**src/rtl/lds_unit.sv**
```systemverilog
// Load/store sequencer for kLDS: drives the data-memory req/ack handshake
// and returns load data to the reg_file write port.
module lds_unit #(
    parameter int W       = 8,
    parameter int TIMEOUT = 15
) (
    input  logic         CLK,
    input  logic         reset_n,
    input  logic         start,
    input  logic         is_store,
    input  logic [W-1:0] addr,
    input  logic [W-1:0] st_data,
    output logic         mem_req,
    output logic         mem_we,
    output logic [W-1:0] mem_addr,
    output logic [W-1:0] mem_wdata,
    input  logic [W-1:0] mem_rdata,
    input  logic         mem_ack,
    output logic         rf_we,
    output logic [W-1:0] rf_wdata,
    output logic         busy,
    output logic         done,
    output logic         err
);

    localparam int            CW   = $clog2(TIMEOUT + 1);
    localparam logic [CW-1:0] LAST = CW'(TIMEOUT - 1);

    typedef enum logic [1:0] {
        IDLE = 2'd0,
        REQ  = 2'd1,
        WB   = 2'd2
    } state_t;

    state_t        state_q, state_d;
    logic          armed_q;
    logic [CW-1:0] cnt_q, cnt_d;
    logic          we_q, we_d;
    logic [W-1:0]  addr_q, addr_d;
    logic [W-1:0]  wdata_q, wdata_d;
    logic [W-1:0]  rdata_q, rdata_d;
    logic          req_q, req_d;
    logic          busy_q, busy_d;
    logic          rf_we_q, rf_we_d;
    logic          done_q, done_d;
    logic          err_q, err_d;
    logic          accept;
    logic          tmo;

    // armed_q blocks a start seen on the first edge after reset release
    assign accept = start & armed_q;
    assign tmo    = (cnt_q == LAST);

    always_comb begin
        state_d = state_q;
        cnt_d   = cnt_q;
        we_d    = we_q;
        addr_d  = addr_q;
        wdata_d = wdata_q;
        rdata_d = rdata_q;
        rf_we_d = 1'b0;
        done_d  = 1'b0;
        err_d   = err_q;
        unique case (state_q)
            IDLE: begin
                if (accept) begin
                    state_d = REQ;
                    cnt_d   = '0;
                    we_d    = is_store;
                    addr_d  = addr;
                    wdata_d = st_data;
                    err_d   = 1'b0;
                end
            end
            REQ: begin
                // ack takes priority over a coincident timeout
                if (mem_ack && !we_q) begin
                    state_d = WB;
                    rdata_d = mem_rdata;
                    rf_we_d = 1'b1;
                    done_d  = 1'b1;
                end else if (mem_ack) begin
                    state_d = IDLE;
                    done_d  = 1'b1;
                end else if (tmo) begin
                    state_d = IDLE;
                    err_d   = 1'b1;
                    done_d  = 1'b1;
                end else begin
                    cnt_d = cnt_q + CW'(1);
                end
            end
            WB: begin
                state_d = IDLE;
            end
            default: begin
                state_d = IDLE;
            end
        endcase
        req_d  = (state_d == REQ);
        busy_d = (state_d != IDLE);
    end

    always_ff @(posedge CLK or negedge reset_n) begin
        if (!reset_n) begin
            state_q <= IDLE;
            armed_q <= 1'b0;
            cnt_q   <= '0;
            we_q    <= 1'b0;
            addr_q  <= '0;
            wdata_q <= '0;
            rdata_q <= '0;
            req_q   <= 1'b0;
            busy_q  <= 1'b0;
            rf_we_q <= 1'b0;
            done_q  <= 1'b0;
            err_q   <= 1'b0;
        end else begin
            state_q <= state_d;
            armed_q <= 1'b1;
            cnt_q   <= cnt_d;
            we_q    <= we_d;
            addr_q  <= addr_d;
            wdata_q <= wdata_d;
            rdata_q <= rdata_d;
            req_q   <= req_d;
            busy_q  <= busy_d;
            rf_we_q <= rf_we_d;
            done_q  <= done_d;
            err_q   <= err_d;
        end
    end

    assign mem_req   = req_q;
    assign mem_we    = we_q;
    assign mem_addr  = addr_q;
    assign mem_wdata = wdata_q;
    assign rf_we     = rf_we_q;
    assign rf_wdata  = rdata_q;
    assign busy      = busy_q;
    assign done      = done_q;
    assign err       = err_q;

endmodule

```
**config.mk**
```make
export PLATFORM = sky130hd
export DESIGN_NAME = lds_unit
export DESIGN_NICKNAME = d
export VERILOG_FILES = /design/src/rtl/lds_unit.sv
export SDC_FILE = /design/constraint.sdc
export NUM_CORES = 1
export LEC_CHECK = 0
export CORE_UTILIZATION = 25
export DETAILED_ROUTE_END_ITERATION = 8
export GPL_ROUTABILITY_DRIVEN = 0
export PLACE_DENSITY = 0.63
export RECOVER_POWER = 50
export SLEW_MARGIN = 25
export SYNTH_ARGS = -nofsm -noshare
export SYNTH_HDL_FRONTEND = slang
export SYNTH_SLANG_ARGS = --single-unit
```
**constraint.sdc**
```tcl
create_clock -name CLK -period 1.5 [get_ports CLK]
set_input_delay 0.15 -clock CLK [delete_from_list [all_inputs] [get_ports CLK]]
set_output_delay 0.15 -clock CLK [all_outputs]
set_load 0.1 [all_outputs]
```
=== Word level (Yosys, flattened, before mapping) ===
Index checks and enable logic that the tools add are counted.
Widths: inputs -> output; s select.

* Register bits after elaboration: 37
* Word-level logic and storage cells: 52

* $add $sub $neg: 1
* Eq/ne operators: 8
* Mux-type cells: 21
* Bitwise operators: 1
* Reduce and logical (&&, ||, !) cells: 9

{| class="wikitable"
|+ Operators with widths
! cell !! count
|-
| $mux 4 || 4
|-
| $mux 1 || 10
|-
| $ne 2x2->1 const B || 5
|-
| $reduce_and 5->1 || 2
|-
| $mux 2 || 4
|-
| $pmux 4 s2 || 1
|-
| $add 4x1->4 const B || 1
|-
| $eq 2x1->1 const B || 2
|-
| $eq 4x4->1 const B || 1
|-
| $pmux 2 s2 || 1
|-
| $reduce_and 2->1 || 2
|-
| $reduce_bool 2->1 || 2
|-
| $logic_not 2->1 || 1
|-
| $pmux 1 s2 || 1
|-
| $and 1x1->1 || 1
|-
| $logic_and 1x1->1 || 1
|-
| $logic_not 1->1 || 1
|}

=== Logic depth before layout (Yosys ltp) ===
Gate-level depths: netlist of run 1.

* Word-level depth: 6
* Gate-level depth with buffers: 6
* Gate-level depth less buffers: 6

=== Least setup slack after synthesis of run 1 ===
OpenSTA, ideal clock, no wires.

* Path kind: flip-flop to flip-flop
* Start: reg we_q, in the netlist mem_we
* End: reg rdata_q[0], in the netlist rf_wdata[0]
* Setup time: 128 ps
* Arrival time: 1550 ps
* Required time: 1372 ps
* Slack: -178 ps
* Stages on the path, launching flop included: 4
* Buffers on the path: 1
* Clock period less this slack: 1678 ps
* Path through: dfrtp_1 > nor3b_1 > buf_4 > mux2_1

* Word-level cells in the longest chain between the ends: 3

{| class="wikitable"
|+ RTL lines
! what !! RTL line !! source
|-
| start: declaration || 38 || <nowiki>logic we_q, we_d;</nowiki>
|-
| start signal: assignment || 122 || <nowiki>we_q <= we_d;</nowiki>
|-
| $logic_not 1->1 || 77 || <nowiki>if (mem_ack && !we_q) begin</nowiki>
|-
| $logic_and 1x1->1 || 77 ||
|-
| $reduce_and 2->1 (no source line) || n/a ||
|-
| end signal: assignment || 125 || <nowiki>rdata_q <= rdata_d;</nowiki>
|-
| end: declaration || 41 || <nowiki>logic [W-1:0] rdata_q, rdata_d;</nowiki>
|}

Every way passes these cells.
A chain may end at the register's enable or synchronous reset.

=== Final worst setup path of run 1 ===
* Start: reg state_q[1]
* End: reg rdata_q[2], in the netlist rf_wdata[2]

* Word-level cells in the longest chain between the ends: 2

{| class="wikitable"
|+ RTL lines
! what !! RTL line !! source
|-
| start: declaration || 35 || <nowiki>state_t state_q, state_d;</nowiki>
|-
| start signal: assignment || 119 || <nowiki>state_q <= state_d;</nowiki>
|-
| $eq 2x1->1 || 64 || <nowiki>unique case (state_q)</nowiki>
|-
| $reduce_and 2->1 (no source line) || n/a ||
|}

Every way passes these cells.

==> results.json, run 1 <==
{
  "area_delta_synth_final_pct": 64.12,
  "syn_area_per_cell_sq_um": 10.82,
  "grt_pass1_vias": 1251,
  "synth_nets": 167,
  "min_from": "addr[4]",
  "hold_class": "primary input to flop",
  "drt.antenna.violating_nets": 0,
  "ctsRootBufferMaster": "clkbuf_8",
  "grt_pass1_wl_microns": 5899,
  "rsz0062_at_grt": "no",
  "holdWs_ns": 0.3825,
  "synth_cells": 136,
  "path_max_fanout": 5,
  "status": "finished, final reports clean",
  "drtPass1Iterations": 4,
  "ys_ff_latch": 37,
  "place_area_sq_um": 2504,
  "drv_slew": 0,
  "die_y_microns": 78.72,
  "die_w_microns": 78.72,
  "r2r_start": "state_q[1]",
  "tritoncts": "yes",
  "synth-seq-area-share": 0.6293,
  "via_per_inst": 4.200,
  "rows": 27,
  "h-tree-depth": 2,
  "drive_above_1_share": 0.2452,
  "clockPowerShare": 0.134,
  "clk_pin_slew_ns": 0.07,
  "reg2reg_depth": 4,
  "grt_max_degree": 24,
  "grt-ovfl-total": 0,
  "path_cells": "nand2b_1, nor3b_2, buf_2, mux2_1",
  "holdPathStages": 3,
  "antenna_found_initial": 0,
  "cts_made_buffers": 5,
  "arrival_ns": 1.58,
  "wl_microns": 3487,
  "hold_viol_final": 0,
  "vias": 1176,
  "clk-insertion-delay-late_ns": 0.29,
  "power.share.combinational": 0.576,
  "drt_iter0_markers": 63,
  "slowest_delay_ns": 0.38,
  "seqPwrFrac": 0.290,
  "gr-usage-all-layers": 0.1247,
  "hpwl_microns": 2551,
  "dieArea_sq_um": 6196,
  "worst_r2r_endpoint": "rf_wdata[2]",
  "multi_input_area_sq_um": 524.3,
  "fillCellCount": 531,
  "start_util": 0.2640,
  "synth_area_sq_um": 1471,
  "portBuffers": 58,
  "ctsLongestPathBuffers": 2,
  "core_area_sq_um": 5574,
  "yosys_warnings": 0,
  "min_period_over_period": 0.9402,
  "end_kind": "flop",
  "regArea_sq_um": 928.4,
  "design_area_sq_um": 2415,
  "criticalPathCategory": "flop to flop",
  "maxClockFrequency_ghz": 0.7091,
  "fin_skew_ns": 0.003402,
  "cap_violations": 0,
  "peakVddDrop_mv": 1.237,
  "postLayoutCoreUtil": 0.4332,
  "ys_types": 28,
  "min_to": "mem_addr[4]",
  "fin_crit_ns": 1.410,
  "crit_slowest_cell": "dfrtp_1",
  "p_sw_w": 0.002760,
  "worst_pin_slew_ns": 0.8932,
  "setup_violations": 0,
  "maxSlewHeadroom": 0.4045,
  "diodes": 0,
  "p_int_w": 0.002588,
  "wire_per_inst_microns": 12.45,
  "reg2reg_slack_ns": 0.09,
  "drc": 0,
  "nNetsFinal": 238,
  "cts.sinks": 37,
  "leakage_nw": 1.164,
  "boundaryPins": 59,
  "cp-start-kind": "flop",
  "switching_share": 0.5161,
  "cellPowerDensity_nw_per_um2": 2215,
  "crit_required_ns": 1.67
}
## synthesized netlist by cell type
cell type  count  area share
o31ai_1        1      0.0051
a211o_1        1      0.0060
nand2_1       51        0.13
mux2i_1        1      0.0068
nand3_1        3       0.010
inv_1          2      0.0051
conb_1         1      0.0025
o211ai_1       1      0.0051
mux2_1         8       0.061
and4b_1        1      0.0068
inv_2          1      0.0025
nor3b_1        3       0.015
nor2_1         5       0.013
nand2b_1       2      0.0085
o21ai_1        1      0.0034
ha_1           2       0.017
a21oi_1        2      0.0068
o2bb2ai_1      1      0.0060
buf_4          2       0.010
or3b_1         1      0.0060
nor4bb_1       1      0.0068
a21oi_2        1      0.0060
nand4bb_1      1      0.0077
dfrtp_1       37        0.63
nand3b_1       1      0.0051
buf_2          3       0.010
and3_1         1      0.0043
nor3_1         1      0.0034
## power by group through the flow
| stage | sequential, W | combinational [W] | clock, W |
|---|---|---|---|
| final | 0.00155 | 0.00308 | 0.000714 |
| after global routing | 0.00160 | 0.00319 | 0.000784 |
| after CTS | 0.00160 | 0.00337 | 0.000746 |
| after detailed placement | 0.00162 | 0.00337 | 0 |
| after global placement | 0.00161 | 0.00335 | 0 |
| after floorplan | 0.00325 | 0.000312 | 0 |
## critical path: cells and delay by family (launching register included)
kind	cells	cell delay [ns]
DFF	1	0.38
and+or+nand+nor	2	0.38
muxes	1	0.33
buffers and inverters	1	0.21
## repair_timing
| action | CTS | global route |
|---|---|---|
| endpoints found under the hold margin | 14 | 0 |
| gates resized for setup | 0 | 3 |
| hold buffers | 1 | 0 |
| buffers inserted | 0 | 0 |
| setup endpoints to repair | 0 | 8 |
## kinds of logic after synthesis
family / Yosys count / share of synthesized area
AO/OA/AOI/OAI: 8 / 0.03827
multiplexers: 9 / 0.06803
other: 1 / 0.002549
adder cells (fa/ha/maj): 2 / 0.01700
flip-flops: 37 / 0.6293
buffers and inverters: 8 / 0.02805
AND/OR/NAND/NOR: 71 / 0.2168
## registers in the layout (all words and copies together) (netlist names)
register	flops
armed_q	1
state_q	2
done	1
busy	1
rf_wdata	8
mem_wdata	8
rf_we	1
mem_req	1
cnt_q	4
err	1
mem_addr	8
mem_we	1
## routing by layer
metal,share of wire,wire length (microns),up-vias,global-route usage
li1,-,-,583,-
met1,0.43,1487,547,0.1486
met4,0.018,64,0,0.05000
met5,0,0,-,0
met2,0.48,1672,39,0.2000
met3,0.076,264,7,0.04943
## worst max-delay path by stage
stage,start,endpoint,slack (ns),cells past startpoint
floorplan,mem_we,rf_wdata[0],0.04,3
global placement,mem_ack,rf_wdata[2],-0.03,4
detailed placement,mem_ack,rf_wdata[5],-0.12,4
CTS,state_q[0],rf_wdata[5],0.02,4
global route,state_q[1],rf_wdata[2],0.02,4
finish,state_q[1],rf_wdata[2],0.09,4
## final cells by class
| type | instances | area share |
|---|---|---|
| flip-flops and latches | 37 | 0.3845 |
| repair buffers | 69 | 0.3192 |
| multi-input cells | 91 | 0.2171 |
| clock buffers | 8 | 0.03731 |
| well taps | 72 | 0.03731 |
| inverters | 3 | 0.004663 |
## through the flow
stage               total power, W  setup TNS, ns  worst slack [ns]  std cells
floorplan                 0.003558              0           0.03609        136
global placement          0.004954        -0.2493          -0.03158        270
detailed placement        0.004989        -0.8208           -0.1192        270
CTS                       0.005724              0           0.01712        279
global route              0.005565              0           0.01794        280
finish                    0.005348              0           0.08976        280
## cells in the final DEF (no fill, tap or decap), types with 2 or more instances in the layout
master and count:
clkbuf_1 4, dfrtp_2 2, dfrtp_1 35, buf_12 18
a21oi_1 2, clkdlybuf4s50_1 27, mux2_1 8, inv_1 2
ha_1 2, nor2_1 5, clkbuf_8 6, nand2_1 51
clkbuf_2 13, nand3_1 3, buf_4 7, nand2b_1 2
nor3b_1 2
Power figures use the tool's default switching activity.
==> run 2, diff against run 1 <==
Settings changed: CAP_MARGIN set to 0.
==> results of run 2 <==
The final DEF is identical to that of run 1; final timing and power are the same.
==> edit 1: new RTL, config.mk and constraints of run 2 <==
Change the parameter `W` from 8 to 12.
--- a/src/rtl/lds_unit.sv
+++ b/src/rtl/lds_unit.sv
@@ -1,7 +1,7 @@
 // Load/store sequencer for kLDS: drives the data-memory req/ack handshake
 // and returns load data to the reg_file write port.
 module lds_unit #(
-    parameter int W       = 8,
+    parameter int W       = 12,
     parameter int TIMEOUT = 15
 ) (
     input  logic         CLK,
Ports: changed (6 resized); port bits go from 59 to 83. No check against the original RTL was run, so the function may have changed too.
==> edit 1 against run 2 <==
Clock skew grew 0.0016 ns; synthesized area grew 32%; fmax shrank 1.7%; sequential cell count grew 12; routed wire length grew 28%; final area grew 36%; power grew 41%; worst setup slack lost 0.025 ns; largest power group unchanged; highest routed layer unchanged.
==> edit 1: results (changes against run 2) <==
* Number of optimization iterations in the first detailed-route pass at 3 (-1)
* Instance area at placement at 0.00339 mm2 (+35%)
* Instance count of the mapped netlist at 178 (+31%)
* Met1 Track Usage GR at 0.145 (-0.00405)
* Number of standard cells in the final layout excluding fillers at 371 (+33%)
* Routed via count divided by cell count at 4.11 (-2.2%)
* Met3 WL post-DR at 369 um (+40%)
* Synth top area cells: sky130_fd_sc_hd__dfrtp_1 (63%), sky130_fd_sc_hd__nand2_1 (15%), sky130_fd_sc_hd__mux2_2 (7.0%)
* Routed metal-1 wire length at 2.05 mm (+38%)
* Power Density at 2300 mW/mm2 (+3.8%)
* First-pass GRT wire length at 7.69 mm (+30%)
* Total routing resource utilization after global routing at 0.118 (-0.00710)
* Outcome: completed
* Worst hold margin at 0.373 ns (-0.00965 ns)
* Top fanout value on the critical path at 14 (+9)
* Arrival time of the worst setup path at 1.62 ns (+0.04 ns)
* Sequential fraction of the synthesis area at 0.632 (+0.00301)
* Combinational Power Share at 0.622 (+0.046)
* Final sequential cell count at 49 (+32%)
* Dpl cells at 362 (+34%)
* Worst clock skew on the final layout at 0.00503 ns (+0.00163 ns)
* GR Util met3 at 0.0474 (-0.00205)
* Die width at 90.1 um (+14%)
* Fillcell total at 702 (+32%)
* Number of violations reported at the end of detailed-routing iteration 0 at 50 (-21%)
* Leakage power figure at 0.00155 uW (+33%)
* Multi-Input Combinational at 119 (+31%)
* Pin count of the biggest net entering global routing at 50 (+110%)
* Total area of multi-input combinational cells at 677 um2 (+29%)
* Multiplexer share of the synthesized area at 0.0852 (+0.0171)
* Count of non-CTS buffers in the layout at 93 (+35%)
edit 1: cell types whose count changed after synthesis, moves of 2 or more:
cell                              run 2  this run
sky130_fd_sc_hd__nand3_1              3         1
sky130_fd_sc_hd__mux2i_1              1         3
sky130_fd_sc_hd__buf_2                3         5
sky130_fd_sc_hd__dfrtp_1             37        49
sky130_fd_sc_hd__mux2_1               8         0
sky130_fd_sc_hd__nand2_1             51        77
sky130_fd_sc_hd__mux2_2               0        12
sky130_fd_sc_hd__buf_4                2         0
sky130_fd_sc_hd__nor3b_1              3         1
sky130_fd_sc_hd__nand2b_1             2         0
edit 1: critical path, cell delays in order, from the launching register on:
cell	delay [ns]
sky130_fd_sc_hd__dfrtp_1	0.41
sky130_fd_sc_hd__nand2b_4	0.18
sky130_fd_sc_hd__nor3b_4	0.23
sky130_fd_sc_hd__buf_12	0.17
sky130_fd_sc_hd__mux2_2	0.34
==> edit 2: new RTL, config.mk and constraints of run 2 <==
Made on the original files. Re-encode `state_t` (3 states) as one-hot, 3 bits wide.
--- a/src/rtl/lds_unit.sv
+++ b/src/rtl/lds_unit.sv
@@ -26,10 +26,10 @@
     localparam int            CW   = $clog2(TIMEOUT + 1);
     localparam logic [CW-1:0] LAST = CW'(TIMEOUT - 1);
 
-    typedef enum logic [1:0] {
-        IDLE = 2'd0,
-        REQ  = 2'd1,
-        WB   = 2'd2
+    typedef enum logic [2:0] {
+        IDLE = 3'b001,
+        REQ  = 3'b010,
+        WB   = 3'b100
     } state_t;
 
     state_t        state_q, state_d;
Formal check against the unedited RTL: no difference found for any inputs over 10 cycles, from zero or initial values and one cycle with reset_n low; not proved beyond that.
==> edit 2 against run 2 <==
The flow now finishes with violations (negative setup slack); power down 8.2%; final cell count down 13%; critical path type unchanged; utilization up 4.6 points; synthesized area down 0.85%; non-clock buffer count unchanged; worst hold slack better by 0.090 ns; sequential cell count up 1; critical path depth unchanged; routed wire length down 0.75%; worst setup slack worse by 0.16 ns; largest power group unchanged; final area up 11%; count of clock-buffer cells in the layout down 1.
==> edit 2: results (changes against run 2) <==
* Instance area at placement at 0.00252 mm2 (+0.85%)
* Worst path setup slack after routing at -0.0711 ns (-0.161 ns)
* Dpl cells at 235 (-13%)
* GR Util met3 at 0.0453 (-0.00408)
* Design area at 0.00267 mm2 (+11%)
* First-pass GRT wire length at 5.42 mm (-8.1%)
* Synth top area cells: sky130_fd_sc_hd__dfrtp_1 (63%), sky130_fd_sc_hd__mux2_2 (19%), sky130_fd_sc_hd__dfstp_2 (1.8%)
* Setup slack after placement at -0.0909 ns (+0.0282 ns)
* Met3 WL post-DR at 255 um (-3.4%)
* Synthesized-area fraction occupied by ao, oa, aoi and oai cells at 0.0292 (-0.00911)
* Met1 Track Usage GR at 0.135 (-0.0133)
* Total routing resource utilization after global routing at 0.116 (-0.00825)
* Multi-Input Combinational at 53 (-42%)
* Instance count along the most critical hold path at 2 (-1)
* Count of inverters not on the clock network in the layout at 4 (+1)
* Final sequential cell count at 38 (+2.7%)
* Worst clock skew on the final layout at 0.00209 ns (-0.00131 ns)
* End point of the most critical hold path: mem_wdata[0]$_DFFE_PN0P_
* Slew at the pin closest to its max-slew limit at 0.925 ns (+0.0321 ns)
* Worst hold margin at 0.472 ns (+0.0899 ns)
* Clock buffers at 7 (-1)
* Violations in the final reports: negative setup slack
* Count of distinct cell types in the synthesized netlist at 21 (-25%)
* Routed metal-1 wire length at 1.44 mm (-3.1%)
* Fillcell total at 497 (-6.4%)
* Final Setup Violations at 14 (+14)
* Multi-input gate share of the layout cell area at 0.211 (-0.00642)
* DIE AREA at 0.00614 mm2 (-0.82%)
* Outcome: finished with violations
* XOR/XNOR Fraction of Synth Area at 0.0120 (+0.0120)
* Worst voltage drop across the vdd grid at 0.769 mV (-38%)
* Power drawn by the clock network at 715 uW (about the same)
* Synth Area in Adders at 0.0172 (+0.000146)
* Net Sw Power at 2240 uW (-19%)
* Mean Syn Cell Area at 14.9 um2 (+38%)
* Post_cts resized at 4 (+4)
* Share of final layout cell area taken by non-clock buffers at 0.359 (+0.0399)
* Share of post-route cells with drive strength above 1 at 0.471 (+0.226)
* Area fraction of clock buffers and clock inverters at 0.0342 (-0.00313)
* Sequential standard cell area at 953 um2 (+2.7%)
* Nets in the synthesized netlist at 129 (-23%)
* Post-route setup TNS at -0.566 ns (-0.566 ns)
* Global Route met2 Usage at 0.196 (-0.00439)
* Sequential fraction of the synthesis area at 0.653 (+0.0234)
* Half-perimeter wire length after detailed placement at 2.42 mm (-5.2%)
* Routed via count divided by cell count at 4.35 (+3.5%)
* Setup crit end: rf_wdata[3]$_DFFE_PN0P_
* Final-stage net count at 202 (-15%)
* Top fanout value on the critical path at 9 (+4)
* Number of violations reported at the end of detailed-routing iteration 0 at 41 (-35%)
[edit 2: cell types whose count changed after synthesis, moves of 2 or more]
cell,before,now
sky130_fd_sc_hd__nand2b_1,2,0
sky130_fd_sc_hd__nand4b_1,0,2
sky130_fd_sc_hd__o22ai_1,0,2
sky130_fd_sc_hd__o21ai_0,0,3
sky130_fd_sc_hd__mux2_1,8,0
sky130_fd_sc_hd__a21oi_1,2,0
sky130_fd_sc_hd__nand2_1,51,2
sky130_fd_sc_hd__buf_4,2,0
sky130_fd_sc_hd__inv_1,2,4
sky130_fd_sc_hd__mux2_2,0,25
sky130_fd_sc_hd__xor2_1,0,2
[edit 2: worst max-delay path: stages, from the launching register on]
cell and delay [ns]:
sky130_fd_sc_hd__dfstp_2 0.38, sky130_fd_sc_hd__or3b_4 0.39, sky130_fd_sc_hd__nor3b_2 0.18, sky130_fd_sc_hd__buf_6 0.19, sky130_fd_sc_hd__mux2_4 0.31
